$ cat config.mk
export PLATFORM = sky130hd
export DESIGN_NAME = uart_baud_gen
export DESIGN_NICKNAME = d
export VERILOG_FILES = /design/src/rtl/uart_pkg.sv /design/src/rtl/uart_baud_gen.sv
export SDC_FILE = /design/constraint.sdc
export NUM_CORES = 1
export LEC_CHECK = 0
export ABC_AREA = 1
export CORE_ASPECT_RATIO = 1.75
export CORE_UTILIZATION = 40
export DETAILED_ROUTE_END_ITERATION = 7
export PLACE_DENSITY = 0.6
export SYNTH_ARGS = -nofsm -noshare
export SYNTH_HDL_FRONTEND = slang
export SYNTH_SLANG_ARGS = --single-unit
$ cat constraint.sdc
create_clock -name clk -period 2.1 [get_ports clk]
set_input_delay 0.63 -clock clk [delete_from_list [all_inputs] [get_ports clk]]
set_output_delay 0.63 -clock clk [all_outputs]
set_load 0.05 [all_outputs]
$ cat src/rtl/uart_pkg.sv
// Shared defaults, divisor type and default-divisor calculation for uart_baud_gen.
package uart_pkg;

    localparam int OVERSAMPLE_DEF = 16;
    localparam int DIV_WIDTH_DEF  = 16;
    localparam int FRAC_WIDTH_DEF = 4;

    typedef struct packed {
        logic [31:0] div_int;
        logic [31:0] div_frac;
    } divisor_t;

    function automatic divisor_t calc_def_div(input longint clock_rate,
                                              input longint baud_rate,
                                              input longint oversample,
                                              input int     frac_width);
        divisor_t d;
        longint   den;
        longint   q;
        longint   r;
        longint   f;
        den = baud_rate * oversample;
        q   = clock_rate / den;
        r   = clock_rate - q * den;
        f   = ((r << frac_width) + den / 2) / den;
        // A remainder that rounds up to a whole clock belongs to the integer part.
        if (f >= (longint'(1) << frac_width)) begin
            q = q + 1;
            f = 0;
        end
        d.div_int  = 32'(q);
        d.div_frac = 32'(f);
        return d;
    endfunction

endpackage

$ cat src/rtl/uart_baud_gen.sv
// Programmable UART baud generator: sample_tick per oversample period, bit_tick per bit.
// Define UART_BAUD_FRAC_EN to build the fractional divisor accumulator.
module uart_baud_gen
    import uart_pkg::*;
#(
    parameter int CLOCK_RATE = 100_000_000,
    parameter int BAUD_RATE  = 9600,
    parameter int OVERSAMPLE = OVERSAMPLE_DEF,
    parameter int DIV_WIDTH  = DIV_WIDTH_DEF,
    parameter int FRAC_WIDTH = FRAC_WIDTH_DEF,
    localparam int IDX_W     = $clog2(OVERSAMPLE)
)(
    input  logic                  clk,
    input  logic                  rst_n,
    input  logic                  en,
    input  logic [DIV_WIDTH-1:0]  div_int,
    input  logic [FRAC_WIDTH-1:0] div_frac,
    input  logic                  div_load,
    input  logic                  resync,
    output logic                  sample_tick,
    output logic                  bit_tick,
    output logic [IDX_W-1:0]      sample_idx
);

    localparam divisor_t DEF_DIV = calc_def_div(longint'(CLOCK_RATE), longint'(BAUD_RATE),
                                                longint'(OVERSAMPLE), FRAC_WIDTH);
    localparam logic [DIV_WIDTH-1:0] DEF_INT =
        (DEF_DIV.div_int < 32'd2) ? DIV_WIDTH'(2) : DEF_DIV.div_int[DIV_WIDTH-1:0];
    localparam logic [IDX_W-1:0] IDX_LAST = IDX_W'(OVERSAMPLE - 1);

    logic [DIV_WIDTH-1:0] cnt_q;
    logic [DIV_WIDTH-1:0] sh_int_q;
    logic [DIV_WIDTH-1:0] pend_int_q;
    logic                 pend_vld_q;
    logic [IDX_W-1:0]     idx_q;
    logic                 tick_q;
    logic                 bit_q;
    logic [DIV_WIDTH-1:0] load_int;
    logic [DIV_WIDTH-1:0] nxt_int_d;
    logic [DIV_WIDTH-1:0] reload_d;
    logic                 expire;
    logic                 carry_d;

    // Clamp at capture so the shadow never holds a divisor that could produce adjacent ticks.
    assign load_int = (div_int < DIV_WIDTH'(2)) ? DIV_WIDTH'(2) : div_int;
    assign expire   = en && (cnt_q == '0);

`ifdef UART_BAUD_FRAC_EN
    localparam logic [FRAC_WIDTH-1:0] DEF_FRAC = DEF_DIV.div_frac[FRAC_WIDTH-1:0];

    logic [FRAC_WIDTH-1:0] sh_frac_q;
    logic [FRAC_WIDTH-1:0] pend_frac_q;
    logic [FRAC_WIDTH-1:0] frac_acc_q;
    logic [FRAC_WIDTH-1:0] nxt_frac_d;
    logic [FRAC_WIDTH-1:0] frac_acc_d;

    always_comb begin
        nxt_frac_d = sh_frac_q;
        if (div_load)
            nxt_frac_d = div_frac;
        else if (pend_vld_q)
            nxt_frac_d = pend_frac_q;
        {carry_d, frac_acc_d} = {1'b0, frac_acc_q} + {1'b0, nxt_frac_d};
    end

    always_ff @(posedge clk or negedge rst_n) begin
        if (!rst_n) begin
            sh_frac_q   <= DEF_FRAC;
            pend_frac_q <= '0;
            frac_acc_q  <= '0;
        end else if (resync) begin
            sh_frac_q  <= nxt_frac_d;
            frac_acc_q <= '0;
        end else begin
            if (div_load)
                pend_frac_q <= div_frac;
            if (expire) begin
                sh_frac_q  <= nxt_frac_d;
                frac_acc_q <= frac_acc_d;
            end
        end
    end
`else
    logic unused_frac;
    assign carry_d     = 1'b0;
    assign unused_frac = ^div_frac;
`endif

    // A load in the same cycle as a reload or resync takes effect immediately (last load wins).
    always_comb begin
        nxt_int_d = sh_int_q;
        if (div_load)
            nxt_int_d = load_int;
        else if (pend_vld_q)
            nxt_int_d = pend_int_q;
        reload_d = nxt_int_d - DIV_WIDTH'(1) + DIV_WIDTH'(carry_d);
    end

    always_ff @(posedge clk or negedge rst_n) begin
        if (!rst_n) begin
            cnt_q      <= DEF_INT - DIV_WIDTH'(1);
            sh_int_q   <= DEF_INT;
            pend_int_q <= '0;
            pend_vld_q <= 1'b0;
            idx_q      <= '0;
            tick_q     <= 1'b0;
            bit_q      <= 1'b0;
        end else begin
            tick_q <= 1'b0;
            bit_q  <= 1'b0;
            if (resync) begin
                cnt_q      <= nxt_int_d - DIV_WIDTH'(1);
                sh_int_q   <= nxt_int_d;
                pend_vld_q <= 1'b0;
                idx_q      <= '0;
            end else begin
                if (div_load) begin
                    pend_int_q <= load_int;
                    pend_vld_q <= 1'b1;
                end
                if (expire) begin
                    tick_q     <= 1'b1;
                    bit_q      <= (idx_q == IDX_LAST);
                    idx_q      <= (idx_q == IDX_LAST) ? '0 : idx_q + IDX_W'(1);
                    cnt_q      <= reload_d;
                    sh_int_q   <= nxt_int_d;
                    pend_vld_q <= 1'b0;
                end else if (en) begin
                    cnt_q <= cnt_q - DIV_WIDTH'(1);
                end
            end
        end
    end

    assign sample_tick = tick_q;
    assign bit_tick    = bit_q;
    assign sample_idx  = idx_q;

endmodule

==> report_table.html <==
<table>
<tr><th>Metric</th><th>Value</th></tr>
<tr><th colspan="2">Run status</th></tr>
<tr><td>Outcome</td><td>complete, no violations</td></tr>
<tr><th colspan="2">Yosys</th></tr>
<tr><td>Top cells by instance count after synthesis</td><td>nand2_1, nor2_1, dfrtp_1</td></tr>
<tr><td>Net count after synthesis</td><td>509</td></tr>
<tr><td>Warnings, synthesis</td><td>0</td></tr>
<tr><td>Fraction of post-synthesis cell area in the top cell type by area</td><td>0.3381</td></tr>
<tr><td>Synthesized area</td><td>3405 µm²</td></tr>
<tr><td>Multiplexer share of the synthesized area</td><td>0</td></tr>
<tr><td>Synth Flop Type</td><td>dfrtp_1</td></tr>
<tr><td>Basic-gate share of the synthesized area counting and, or, nand and nor cells</td><td>0.3308</td></tr>
<tr><td>Library cell occupying the most area in the post-synthesis netlist</td><td>dfrtp_1</td></tr>
<tr><td>Total of flip-flops plus latches after synthesis</td><td>55</td></tr>
<tr><td>Compound-gate portion of the synthesized area</td><td>0.1389</td></tr>
<tr><td>Adder-Cell Fraction of Synth Area</td><td>0.01103</td></tr>
<tr><td>Mean instance size in the synthesized netlist</td><td>7.078 µm²</td></tr>
<tr><td>Distinct cell type count of the synthesized netlist</td><td>36</td></tr>
<tr><td>Post-synthesis sequential area ratio</td><td>0.4076</td></tr>
<tr><td>Async set or reset register ratio after synthesis</td><td>1.000</td></tr>
<tr><td>Area share of xor/xnor cells in the synthesized design</td><td>0.02830</td></tr>
<tr><td>Number of instances in the synthesized netlist</td><td>481</td></tr>
<tr><td>Most common cell in the netlist</td><td>nand2_1</td></tr>
<tr><td>Number of enable flip-flop cells after synthesis</td><td>0</td></tr>
<tr><td>Largest cells by area after synthesis</td><td>dfrtp_1, nand2_1, dfstp_2, nor2_1, o21ai_0</td></tr>
<tr><td>Combinational family with the most area after synthesis</td><td>simple AND/OR/NAND/NOR gates</td></tr>
<tr><th colspan="2">Timing</th></tr>
<tr><td>Final-report max-slew violation count</td><td>0</td></tr>
<tr><td>Fmax</td><td>490.2 MHz</td></tr>
<tr><td>Clock skew</td><td>0.01117 ns</td></tr>
<tr><td>Setup repair after global routing missed its margin</td><td>true</td></tr>
<tr><td>Number of endpoints failing setup at the final stage</td><td>0</td></tr>
<tr><td>Transition time at the pin with the least slew margin</td><td>0.5286 ns</td></tr>
<tr><td>Hold Violations, Final</td><td>0</td></tr>
<tr><td>Post-Route Hold Slack</td><td>0.3184 ns</td></tr>
<tr><td>Worst max-slew margin expressed relative to the limit</td><td>0.6449</td></tr>
<tr><td>Share of the clock period used by the worst path after layout</td><td>0.9715</td></tr>
<tr><td>Final Critical Period</td><td>2.040 ns</td></tr>
<tr><th colspan="2">Layout</th></tr>
<tr><td>Fraction of layout instances using a drive strength above 1</td><td>0.3116</td></tr>
<tr><td>Inserted Diodes</td><td>0</td></tr>
<tr><td>Final core area utilization</td><td>0.5614</td></tr>
<tr><td>Total Nets Final</td><td>611</td></tr>
<tr><td>Cell area after layout</td><td>4636 µm²</td></tr>
<tr><td>Fill cell count</td><td>784</td></tr>
<tr><td>Synth-to-Final Area Change</td><td>36.16%</td></tr>
<tr><th colspan="2">Min path</th></tr>
<tr><td>HP Class</td><td>in -&gt; async</td></tr>
<tr><th colspan="2">Placement</th></tr>
<tr><td>Routability congestion estimate from global placement</td><td>0.8280</td></tr>
<tr><td>Half-perimeter wire length after placement</td><td>6.636 mm</td></tr>
<tr><td>Input/output buffers</td><td>26</td></tr>
<tr><td>Placed Area</td><td>4248 µm²</td></tr>
<tr><th colspan="2">GRT</th></tr>
<tr><td>Total routing usage reported by global routing</td><td>0.2182</td></tr>
<tr><td>Via count of the first global-routing pass</td><td>3344</td></tr>
<tr><td>Wire length of the first global-routing pass</td><td>15.06 mm</td></tr>
<tr><td>Largest net degree at the start of global routing</td><td>56</td></tr>
<tr><td>Final global-route overflow total</td><td>0</td></tr>
<tr><td>Number of antenna violations at the first check in global routing</td><td>0</td></tr>
<tr><th colspan="2">Power</th></tr>
<tr><td>Clock power frac</td><td>0.311</td></tr>
<tr><td>Switch Pwr</td><td>0.9963 mW</td></tr>
<tr><td>Switching share of power</td><td>0.3145</td></tr>
<tr><td>Static leakage</td><td>2.256 nW</td></tr>
<tr><td>Areal power density over the cells</td><td>683.4 nW/µm²</td></tr>
<tr><td>Part of the power in combinational logic</td><td>0.278</td></tr>
<tr><td>Peak supply drop</td><td>0.0004530 V</td></tr>
<tr><td>Sequential cell fraction of total power</td><td>0.411</td></tr>
<tr><td>Int Power</td><td>2.172 mW</td></tr>
<tr><th colspan="2">Routing</th></tr>
<tr><td>Vias per cell</td><td>5.074</td></tr>
<tr><td>Remaining number of nets flagged by the antenna check after routing</td><td>0</td></tr>
<tr><td>Wire length after detailed routing</td><td>9.226 mm</td></tr>
<tr><td>DRC errors left</td><td>0</td></tr>
<tr><td>Detail-routed net length per standard cell</td><td>13.65 µm</td></tr>
<tr><td>Initial DRC count</td><td>151</td></tr>
<tr><td>Number of iterations in the first detailed-routing pass</td><td>5</td></tr>
<tr><td>Total number of vias</td><td>3430</td></tr>
<tr><th colspan="2">Setup path</th></tr>
<tr><td>Req. time, crit path</td><td>1.47 ns</td></tr>
<tr><td>Delay-heaviest family, CP</td><td>buffers and inverters</td></tr>
<tr><td>Critical path arrival</td><td>1.41 ns</td></tr>
<tr><td>Critical Setup Path Class</td><td>reg -&gt; out</td></tr>
<tr><td>Worst r2r src</td><td>pend_vld_q$_DFFE_PN0P_</td></tr>
<tr><td>Worst reg2reg path depth</td><td>13</td></tr>
<tr><td>Critical Path Slowest Stage Cell</td><td>clkdlybuf4s50_1</td></tr>
<tr><td>Nature of the critical path startpoint</td><td>flip-flop</td></tr>
<tr><td>Peak fanout along the critical path</td><td>1</td></tr>
<tr><td>Nature of the critical path endpoint</td><td>output pin</td></tr>
<tr><td>Number of buffers and inverters on the critical path</td><td>1</td></tr>
<tr><td>Reg-to-reg endpoint</td><td>sh_int_q[1]$_DFFE_PN1N_</td></tr>
<tr><td>Peak per-stage delay on the critical path</td><td>0.79 ns</td></tr>
<tr><td>Critical Path, Cell by Cell</td><td>clkdlybuf4s50_1</td></tr>
<tr><td>Setup slack, reg-to-reg</td><td>0.19 ns</td></tr>
<tr><th colspan="2">Floorplan</th></tr>
<tr><td>Starting density of the core</td><td>0.4123</td></tr>
<tr><td>Floorplan die area</td><td>8899 µm²</td></tr>
<tr><td>Number of rows in the core area</td><td>44</td></tr>
<tr><td>Number of placed I/O pins</td><td>31</td></tr>
<tr><td>Die width</td><td>71.74 µm</td></tr>
<tr><td>Vertical die dimension</td><td>124.0 µm</td></tr>
<tr><td>Core Footprint</td><td>8258 µm²</td></tr>
<tr><th colspan="2">CTS</th></tr>
<tr><td>Maximum number of buffers from clock root to sink</td><td>2</td></tr>
<tr><td>Number of buffers inserted by hold repair at cts</td><td>0</td></tr>
<tr><td>Clock slew seen by the registers of the worst setup and hold paths</td><td>0.07 ns</td></tr>
<tr><td>Clock latency at the later pin of the worst-skew pair</td><td>0.30 ns</td></tr>
<tr><td>Number of sinks driven by the clock tree</td><td>55</td></tr>
<tr><td>H-tree level count</td><td>2</td></tr>
<tr><td>Clock tree from TritonCTS</td><td>done</td></tr>
<tr><td>CTS Buf Count</td><td>5</td></tr>
<tr><td>Root buffer selected by CTS</td><td>clkbuf_16</td></tr>
<tr><th colspan="2">Job</th></tr>
<tr><td>MaxCap Viol Count</td><td>0</td></tr>
</table>
==> what timing repair did <==
item / 4_1_cts / 5_1_grt
setup buffers: 10 / 2
setup endpoints to repair: 16 / 24
pin swaps: 25 / 27
cloned: 0 / 1
resized for setup: 82 / 41
==> state kept, by name, indices dropped and copies added, names as in the netlist <==
name,flops
pend_int_q,16
cnt_q,16
sample_idx,4
pend_vld_q,1
bit_tick,1
sample_tick,1
sh_int_q,16
==> worst max-delay path by stage <==
stage                     cells past startpoint                   from  slack [ns]                    end
after global routing                         17            div_int[11]       -0.02  cnt_q[10]$_DFFE_PN0P_
after floorplan                              14               div_load       0.004  cnt_q[12]$_DFFE_PN0P_
after global placement                       16            div_int[12]       -0.66  cnt_q[12]$_DFFE_PN0P_
after detailed placement                     16            div_int[12]       -0.74  cnt_q[12]$_DFFE_PN0P_
after CTS                                    16             div_int[1]     0.00001  cnt_q[12]$_DFFE_PN0P_
final                                         1  sample_tick$_DFF_PN0_        0.06            sample_tick
==> per-stage QoR <==
step / instances / setup TNS [ns] / worst slack, ns / total power, mW
finish: 676 / 0 / 0.05993 / 3.168
global route: 676 / -0.02627 / -0.02301 / 3.346
CTS: 674 / 0 / 0.00001177 / 3.143
detailed placement: 656 / -11.34 / -0.7416 / 2.121
global placement: 656 / -10.37 / -0.6609 / 2.105
floorplan: 481 / 0 / 0.004332 / 1.774
==> per-layer routing <==
layer  vias to the layer above  GRT usage  share of wire
li1                       1746          -              -
met1                      1606     0.2362           0.39
met3                        19    0.02589          0.021
met2                        59     0.4116           0.56
met5                         -          0              0
met4                         0     0.1078          0.027
==> final cells by class <==
class,instances,area [µm²],area share
timing repair buffer,112,898.4,0.1938
multi-input combinational,362,1881,0.4057
sequential,55,1388,0.2993
clock inverter,3,47.55,0.01026
clock buffer,5,125.1,0.02699
inverter,47,181.4,0.03914
tap,92,115.1,0.02483
==> placed cells by master, fill, tap and decap left out, drive strengths merged <==
cell / Yosys / layout
nand2: 156 / 156
buf: 13 / 105
nor2: 69 / 70
dfrtp: 46 / 46
inv: 45 / 46
o21ai: 44 / 44
nand3: 26 / 26
a21oi: 21 / 21
nand4: 9 / 9
dfstp: 9 / 9
xor2: 8 / 8
o211ai: 7 / 7
clkbuf: 5 / 7
nor3: 6 / 6
clkdlybuf4s50: 0 / 4
xnor2: 3 / 3
a31oi: 3 / 3
clkinv: 2 / 3
ha: 3 / 3
o21a: 2 / 2
and2: 1 / 1
o22ai: 1 / 1
o21bai: 1 / 1
a22o: 1 / 1
bufinv: 0 / 1
dlymetal6s2s: 0 / 1
==> cell families after synthesis <==
group                    Yosys count
AND/OR/NAND/NOR                  267
adder cells (fa/ha/maj)            3
XOR/XNOR                          11
AO/OA/AOI/OAI                     80
flip-flops                        55
buffers and inverters             65
==> power by group through the flow <==
stage                     Sequential (mW)  Clock, mW  Combinational [mW]
final                                1.30      0.986               0.880
after global routing                 1.32       1.04               0.989
after CTS                            1.30       1.00               0.839
after detailed placement             1.32          0               0.804
after global placement               1.32          0               0.789
after floorplan                      1.30          0               0.476
Power figures use the tool's default switching activity.
